--- src/rtl/wb_rr_arbiter_if.sv ---
// Wishbone signal bundle for the round-robin arbiter.
// The master modport is the arbiter's view: it serves the requesters and masters the interconnect.
interface wb_rr_arbiter_if #(
    parameter int NUM_MASTERS = 4
);
    logic [NUM_MASTERS-1:0]    m_STB;
    logic [NUM_MASTERS-1:0]    m_WE;
    logic [32*NUM_MASTERS-1:0] m_ADDR;
    logic [32*NUM_MASTERS-1:0] m_DAT_I;
    logic [31:0]               m_DAT_O;
    logic [NUM_MASTERS-1:0]    m_ACK;

    logic        bus_STB;
    logic        bus_WE;
    logic [31:0] bus_ADDR;
    logic [31:0] bus_DAT_O;
    logic [31:0] bus_DAT_I;
    logic        bus_ACK;

    modport master (
        input  m_STB, m_WE, m_ADDR, m_DAT_I, bus_DAT_I, bus_ACK,
        output m_DAT_O, m_ACK, bus_STB, bus_WE, bus_ADDR, bus_DAT_O
    );

    modport slave (
        output m_STB, m_WE, m_ADDR, m_DAT_I, bus_DAT_I, bus_ACK,
        input  m_DAT_O, m_ACK, bus_STB, bus_WE, bus_ADDR, bus_DAT_O
    );
endinterface

--- src/rtl/wb_rr_arbiter.sv ---
// Round-robin Wishbone arbiter: N requesters share one interconnect master slot, locked until ACK.
// Optional watchdog enabled by defining WB_ARB_TIMEOUT_EN.
module wb_rr_arbiter #(
    parameter int NUM_MASTERS = 4,
    parameter int GRANT_W     = 2,
    parameter int TIMEOUT     = 255
) (
    input  logic               clk,
    input  logic               rst,
    wb_rr_arbiter_if.master    wb,
    output logic [GRANT_W-1:0] grant,
    output logic               busy,
    output logic               bus_err
);

    // state | meaning
    // IDLE  | no transfer; bus_STB low; arbitrate among requesters
    // BUSY  | master[grant] owns the bus until ACK, abort or timeout
    typedef enum logic {
        IDLE = 1'b0,
        BUSY = 1'b1
    } state_t;

    state_t             state, state_nxt;
    logic [GRANT_W-1:0] last_grant;
    logic [GRANT_W-1:0] pick;
    logic [GRANT_W-1:0] cand;
    logic               pick_valid;
    logic               active;
    logic               cur_stb;
    logic               tmo;

    logic [31:0] addr_arr [NUM_MASTERS];
    logic [31:0] dat_arr  [NUM_MASTERS];

    for (genvar i = 0; i < NUM_MASTERS; i++) begin : g_unpack
        assign addr_arr[i] = wb.m_ADDR[32*i +: 32];
        assign dat_arr[i]  = wb.m_DAT_I[32*i +: 32];
    end

    // Scan downward so the nearest requester after last_grant is the last one written.
    always_comb begin
        pick       = last_grant;
        pick_valid = 1'b0;
        cand       = '0;
        for (int k = NUM_MASTERS; k >= 1; k--) begin
            cand = GRANT_W'((int'(last_grant) + k) % NUM_MASTERS);
            if (wb.m_STB[cand]) begin
                pick       = cand;
                pick_valid = 1'b1;
            end
        end
    end

    assign active  = (state == BUSY) && !rst;
    assign cur_stb = wb.m_STB[grant];

`ifdef WB_ARB_TIMEOUT_EN
    localparam int CNT_W = $clog2(TIMEOUT + 1);
    logic [CNT_W-1:0] tmo_cnt;

    // Held at zero in IDLE, so it starts from zero on every BUSY entry.
    always_ff @(posedge clk) begin
        if (rst) begin
            tmo_cnt <= '0;
        end else if (state == IDLE) begin
            tmo_cnt <= '0;
        end else begin
            tmo_cnt <= tmo_cnt + CNT_W'(1);
        end
    end

    assign tmo = active && !wb.bus_ACK && (tmo_cnt == CNT_W'(TIMEOUT));
`else
    assign tmo = 1'b0;
`endif

    always_comb begin
        state_nxt = state;
        case (state)
            IDLE:    if (pick_valid) state_nxt = BUSY;
            BUSY:    if (wb.bus_ACK || !cur_stb || tmo) state_nxt = IDLE;
            default: state_nxt = IDLE;
        endcase
    end

    always_ff @(posedge clk) begin
        if (rst) begin
            state      <= IDLE;
            grant      <= '0;
            last_grant <= GRANT_W'(NUM_MASTERS - 1);
        end else begin
            state <= state_nxt;
            if (state == IDLE && pick_valid) begin
                grant      <= pick;
                last_grant <= pick;
            end
        end
    end

    assign wb.bus_STB   = active && cur_stb && !tmo;
    assign wb.bus_WE    = wb.m_WE[grant];
    assign wb.bus_ADDR  = addr_arr[grant];
    assign wb.bus_DAT_O = dat_arr[grant];
    assign wb.m_DAT_O   = tmo ? 32'h0 : wb.bus_DAT_I;

    // An ACK landing in a reset cycle never reaches the requester.
    always_comb begin
        wb.m_ACK = '0;
        if (active) wb.m_ACK[grant] = wb.bus_ACK || tmo;
    end

    assign busy    = (state == BUSY);
    assign bus_err = tmo;

endmodule

--- src/flat_wrapper.sv ---
// flat-port wrapper written by rule: the top's interface ports become plain ports
module wb_rr_arbiter_flat 
#(
    parameter int NUM_MASTERS = 4,
    parameter int GRANT_W     = 2,
    parameter int TIMEOUT     = 255
)
  (clk, rst, grant, busy, bus_err, wb_m_STB, wb_m_WE, wb_m_ADDR, wb_m_DAT_I, wb_bus_DAT_I, wb_bus_ACK, wb_m_DAT_O, wb_m_ACK, wb_bus_STB, wb_bus_WE, wb_bus_ADDR, wb_bus_DAT_O);
  wb_rr_arbiter_if #(.NUM_MASTERS(NUM_MASTERS)) wb_i ();
  input  logic clk;
  input  logic rst;
  output logic [GRANT_W-1:0] grant;
  output logic busy;
  output logic bus_err;
  input wire logic [$bits(wb_i.m_STB)-1:0] wb_m_STB;
  input wire logic [$bits(wb_i.m_WE)-1:0] wb_m_WE;
  input wire logic [$bits(wb_i.m_ADDR)-1:0] wb_m_ADDR;
  input wire logic [$bits(wb_i.m_DAT_I)-1:0] wb_m_DAT_I;
  input wire logic [$bits(wb_i.bus_DAT_I)-1:0] wb_bus_DAT_I;
  input wire logic [$bits(wb_i.bus_ACK)-1:0] wb_bus_ACK;
  output wire logic [$bits(wb_i.m_DAT_O)-1:0] wb_m_DAT_O;
  output wire logic [$bits(wb_i.m_ACK)-1:0] wb_m_ACK;
  output wire logic [$bits(wb_i.bus_STB)-1:0] wb_bus_STB;
  output wire logic [$bits(wb_i.bus_WE)-1:0] wb_bus_WE;
  output wire logic [$bits(wb_i.bus_ADDR)-1:0] wb_bus_ADDR;
  output wire logic [$bits(wb_i.bus_DAT_O)-1:0] wb_bus_DAT_O;
  assign wb_i.m_STB = wb_m_STB;
  assign wb_i.m_WE = wb_m_WE;
  assign wb_i.m_ADDR = wb_m_ADDR;
  assign wb_i.m_DAT_I = wb_m_DAT_I;
  assign wb_i.bus_DAT_I = wb_bus_DAT_I;
  assign wb_i.bus_ACK = wb_bus_ACK;
  assign wb_m_DAT_O = wb_i.m_DAT_O;
  assign wb_m_ACK = wb_i.m_ACK;
  assign wb_bus_STB = wb_i.bus_STB;
  assign wb_bus_WE = wb_i.bus_WE;
  assign wb_bus_ADDR = wb_i.bus_ADDR;
  assign wb_bus_DAT_O = wb_i.bus_DAT_O;
  wb_rr_arbiter #(.NUM_MASTERS(NUM_MASTERS), .GRANT_W(GRANT_W), .TIMEOUT(TIMEOUT)) u_core (.clk(clk), .rst(rst), .wb(wb_i), .grant(grant), .busy(busy), .bus_err(bus_err));
endmodule
--- config.mk ---
export PLATFORM = sky130hd
export DESIGN_NAME = wb_rr_arbiter_flat
export DESIGN_NICKNAME = d
export VERILOG_FILES = /design/src/rtl/wb_rr_arbiter_if.sv /design/src/rtl/wb_rr_arbiter.sv /design/src/flat_wrapper.sv
export SDC_FILE = /design/constraint.sdc
export NUM_CORES = 1
export LEC_CHECK = 0
export BUFFER_PORTS_ARGS = -buffer_cell sky130_fd_sc_hd__buf_2
export CORE_AREA = 3 3 156 158
export DETAILED_ROUTE_END_ITERATION = 16
export DIE_AREA = 0 0 159 161
export HOLD_SLACK_MARGIN = 0.15
export PLACE_DENSITY = 0.44
export SLEW_MARGIN = 25
export SYNTH_ARGS = -nofsm -noshare
export SYNTH_HDL_FRONTEND = slang
export SYNTH_SLANG_ARGS = --single-unit
--- constraint.sdc ---
create_clock -name clk -period 1.8 [get_ports clk]
set_input_delay 0.36 -clock clk [delete_from_list [all_inputs] [get_ports clk]]
set_output_delay 0.36 -clock clk [all_outputs]
set_load 0.01 [all_outputs]
# After elaboration in Yosys (flattened, before gate mapping)
# Cells that the tools add are included.
# op_classes
n_addsub	4
order_cmp	7
n_mux	32
bitwise_logic	3
n_reduce_logical	7
# ops
op	n
binary-select mux 32 bit (select 2 bit)	2
two-way mux 32 bit	4
less-than comparator 2 x 3 -> 1 bit, second input constant	5
two-way mux 1 bit	13
binary-select mux 1 bit (select 2 bit)	6
two-way mux 2 bit	4
adder 2 x 1 -> 2 bit, second input constant	2
adder 2 bit, second input constant	2
bitwise AND 4 bit	1
logical AND 1 bit	4
two-way mux 4 bit	1
>= comparator 3 bit, second input constant	1
inverter 2 -> 3 bit	1
demux 1 bit (select 2 bit)	1
>= comparator 2 x 1 -> 1 bit, second input constant	1
zero test 1 bit	2
case mux 1 bit (2 select lines)	1
logical OR 1 bit	1
inverter 1 bit	1
# totals
ff_bits	5
inputBits	299
output_inout_bits	106
word_cells	56

# Longest topological paths before layout
# logic_depth
word_depth	9
depth_mapped	5
depth_no_buf	4

# Least setup slack after synthesis
# OpenSTA, ideal clock, no wires.
# synth_path
kind	reg-to-output
start	register u_core.grant[0]
end	output wb_bus_ADDR[0]
arrival_time_ns	1.395
required_ns	1.440
slack_ns	0.045
stages_incl_launch_ff	4
path_buffers	2
path_cell_list	dfxtp_1 -> buf_2 -> buf_2 -> mux4_2
# synth_between
elab_chain_len	4
# synth_lines
element	line	text
from (decl)	wb_rr_arbiter.sv:11	output logic [GRANT_W-1:0] grant,
from (signal assigned)	wb_rr_arbiter.sv:95	grant <= pick;
inverter 2 -> 3 bit (not written as such)	wb_rr_arbiter.sv:103	assign wb.bus_ADDR = addr_arr[grant];
binary-select mux 32 bit (select 2 bit)	wb_rr_arbiter.sv:103	
two-way mux 32 bit (not written as such) (2 in series)	wb_rr_arbiter.sv:103	
to (decl)	flat_wrapper.sv:25	output wire logic [$bits(wb_i.bus_ADDR)-1:0] wb_bus_ADDR;
# No other way between the ends. The select of a mux whose other input is x is not followed.

# Worst setup path after layout
# layout_path
start	register u_core.grant[0]
end	output wb_bus_ADDR[29]
# The elaborated chain is that of the path after synthesis.

==> impl_metrics.yaml <==
placed_design:
  placed_wire_length_estimate_after_detailed_placement_mm: 11.19
  finalWeightedCongestion: 0.8087
  port_buffers: 339
flow_run:
  timing.max_cap.violations: 0
route:
  final_antenna_net_count: 0
  dr.first_iter.drc_count: 119
  routed_via_density: 3.697
  remaining_drc_errors: 0
  drtPass1Iterations: 4
  wire_per_inst_um: 17.15
  route.vias.total: 2924
  postRouteWirelength_mm: 13.56
final_layout:
  final_nets: 771
  area_growth_syn_to_layout_pct: 107.7
  drive_above_1_share: 0.9108
  utilization: 0.1919
grt:
  grt_use_total: 0.09116
  grt_pass1_vias: 3022
  grt_antenna_before_repair: 3
  first_pass_grt_wire_length_mm: 18.29
  grt_remaining_overflow: 0
  grt_start_max_net_pins: 40
synth:
  portion_of_the_post_synthesis_area_used_by_sequential_elements: 0.04659
  synth-seq-cells: 5
  synth_area_leader_cell: "sky130_fd_sc_hd__mux4_2"
  yosysWarningCount: 0
  post_synth_instance_area_um2: 2148
  synthesis.instances: 159
  synth_top_area_share: 0.6919
  synth.net_count: 458
  synth_most_common_cell: "sky130_fd_sc_hd__mux4_2"
  yosys_most_used_dff: "sky130_fd_sc_hd__dfxtp_1"
  synthDistinctLibCells: 21
  synthArstFlopShare: 0
  synth.avg_cell_area_um2: 13.51
  largest_cells_by_area_after_synthesis: "sky130_fd_sc_hd__mux4_2 69%, sky130_fd_sc_hd__buf_4 12%, sky130_fd_sc_hd__dfxtp_1 4.7%"
  post_synth_most_frequent_cells: "66 x sky130_fd_sc_hd__mux4_2, 34 x sky130_fd_sc_hd__buf_4, 9 x sky130_fd_sc_hd__buf_2, 7 x sky130_fd_sc_hd__a21oi_1"
  synth-edff-count: 0
clocking:
  numCtsBuffers: 3
  clock_latency_ns: 0.23
  clkSlewWorstSetupHoldPaths_ns: 0.03
  cts_hold_buf: 0
  tritoncts: "built"
  clock_root_cell: "sky130_fd_sc_hd__clkbuf_16"
  ctsHtreeMaxLevel: 1
  clock-sinks: 5
  ctsLongestPathBuffers: 2
setup_path:
  critical_path_peak_fanout: 8
  crit_path_start_kind: "register"
  data_arrival_time_of_the_critical_path_ns: 1.57
  setup.worst_path.class: "reg -> out"
  worstSetupEndpointType: "output port"
  crit_required_ns: 1.44
timing:
  finalCritPeriodShare: 1.070
  setup_ws_post_layout_ns: -0.1253
  clock_skew_ns: 0.002072
  timing.final.max_slew_violations: 0
  clock.fmax_ghz: 0.5194
  clock_period_minus_worst_slack_ns: 1.925
  final_hold_violation_count: 0
  holdWs_ns: 0.3930
  rsz0062_at_grt: "true"
  setup_violations: 66
floorplan:
  area_inside_the_core_boundary_um2: 23260
  initial_utilization: 0.09235
  row_count: 56
  die_area_um2: 25600
  fp.dieW_um: 159
  die_y_um: 161
  design.portCount: 405
power:
  power.density_cell_area_nw_per_um2: 510.0
  leakagePower_nw: 2.088
  power.ir.vdd_worst_mv: 0.3526
status:
  status: "complete, but fails checks"
  failing_checks: "setup timing"
min_path:
  worstHoldPathType: "in -> reg"
-- worst max-delay path, stage by stage (launching register included) --
cell and delay, ns:
sky130_fd_sc_hd__dfxtp_4 0.36, sky130_fd_sc_hd__buf_12 0.14, sky130_fd_sc_hd__buf_16 0.15, sky130_fd_sc_hd__mux4_2 0.54
sky130_fd_sc_hd__buf_6 0.14
-- final timing paths --
path	depth (start not counted)	from	slack [ns]	end
min reg2reg	2	u_core.busy	0.59	u_core.busy
min	2	rst	0.39	u_core.grant[1]
max reg2reg	6	u_core.grant[0]	0.42	u_core.busy
max	4	u_core.grant[0]	-0.13	wb_bus_ADDR[29]
-- layout make-up --
class                   count  area [um2]
multi-input cells         105        1722
repair buffers            357        2153
clock buffers               4       78.83
fillers                  2590       18800
diodes                      1       2.502
flip-flops and latches      5       107.6
well taps                 319       399.1
-- stage by stage --
stage	total power [mW]	cell area (um2)	setup slack [ns]	cells	TNS [ns]
final	2.276	4463	-0.1253	791	-6.125
after global routing	2.429	4463	-0.1762	791	-10.18
after CTS	2.123	4238	-0.1721	784	-8.414
after detailed placement	1.645	4026	0.05792	776	0
after global placement	1.639	4026	0.05393	776	0
after floorplan	1.035	2148	0.04497	159	0
-- metal layers --
| layer | vias up | part of all wire | global-route usage | routed length [um] |
|---|---|---|---|---|
| met1 | 1445 | 0.38 | 0.1081 | 5121 |
| met5 | - | 0.00096 | 0 | 13 |
| li1 | 1280 | - | - | - |
| met3 | 20 | 0.080 | 0.02360 | 1085 |
| met4 | 2 | 0.025 | 0.02547 | 344 |
| met2 | 177 | 0.52 | 0.1633 | 6997 |
-- kinds of logic (layout without fill, tap and decap cells) --
kind of cell	after synthesis	count (layout)	synth area share
flops	5	5	0.04659
simple gates	24	24	0.05883
mux	67	67	0.7041
buf+inv	49	361	0.1503
other cells	1	2	0.001746
compound gates	13	13	0.03844
-- timing repair --
item,in CTS,in global routing
resized for setup,13,26
buffers inserted,3,4
gates cloned,1,4
endpoints found under the setup margin,63,66
-- report_power, final --
part / total (mW) / leakage [nW] / internal, mW / switching [mW]
Clock: 0.361 / 0.0382 / 0.293 / 0.0682
Sequential: 0.149 / 0.0429 / 0.127 / 0.0217
Combinational: 1.77 / 2.01 / 1.06 / 0.704
Total: 2.28 / 2.09 / 1.48 / 0.794
-- placed cells by master (no fill, tap or decap) --
cell	Yosys	routed
sky130_fd_sc_hd__dfxtp_4	0	2
sky130_fd_sc_hd__buf_4	34	6
sky130_fd_sc_hd__buf_6	0	31
sky130_fd_sc_hd__clkbuf_16	0	6
sky130_fd_sc_hd__nor3b_1	1	1
sky130_fd_sc_hd__a21o_1	1	1
sky130_fd_sc_hd__nand3b_1	1	1
sky130_fd_sc_hd__a211oi_1	1	1
sky130_fd_sc_hd__nor2_1	6	6
sky130_fd_sc_hd__buf_16	0	3
sky130_fd_sc_hd__diode_2	0	1
sky130_fd_sc_hd__nor3_1	1	1
sky130_fd_sc_hd__o211ai_1	2	2
sky130_fd_sc_hd__clkbuf_1	6	1
sky130_fd_sc_hd__a221o_1	1	1
sky130_fd_sc_hd__nand2b_1	6	6
sky130_fd_sc_hd__o21a_1	1	1
sky130_fd_sc_hd__and3b_1	2	2
sky130_fd_sc_hd__buf_12	0	2
sky130_fd_sc_hd__and3_1	1	1
sky130_fd_sc_hd__a21oi_1	7	7
sky130_fd_sc_hd__buf_2	9	312
sky130_fd_sc_hd__dfxtp_1	5	3
sky130_fd_sc_hd__mux4_2	66	67
sky130_fd_sc_hd__conb_1	1	1
sky130_fd_sc_hd__nand2_1	6	6
-- flip-flops by register name, indices dropped and copies added (netlist names) --
register and count:
u_core.grant 2, u_core.last_grant 2, u_core.busy 1
Note: power is estimated with default switching activity, not from simulation.
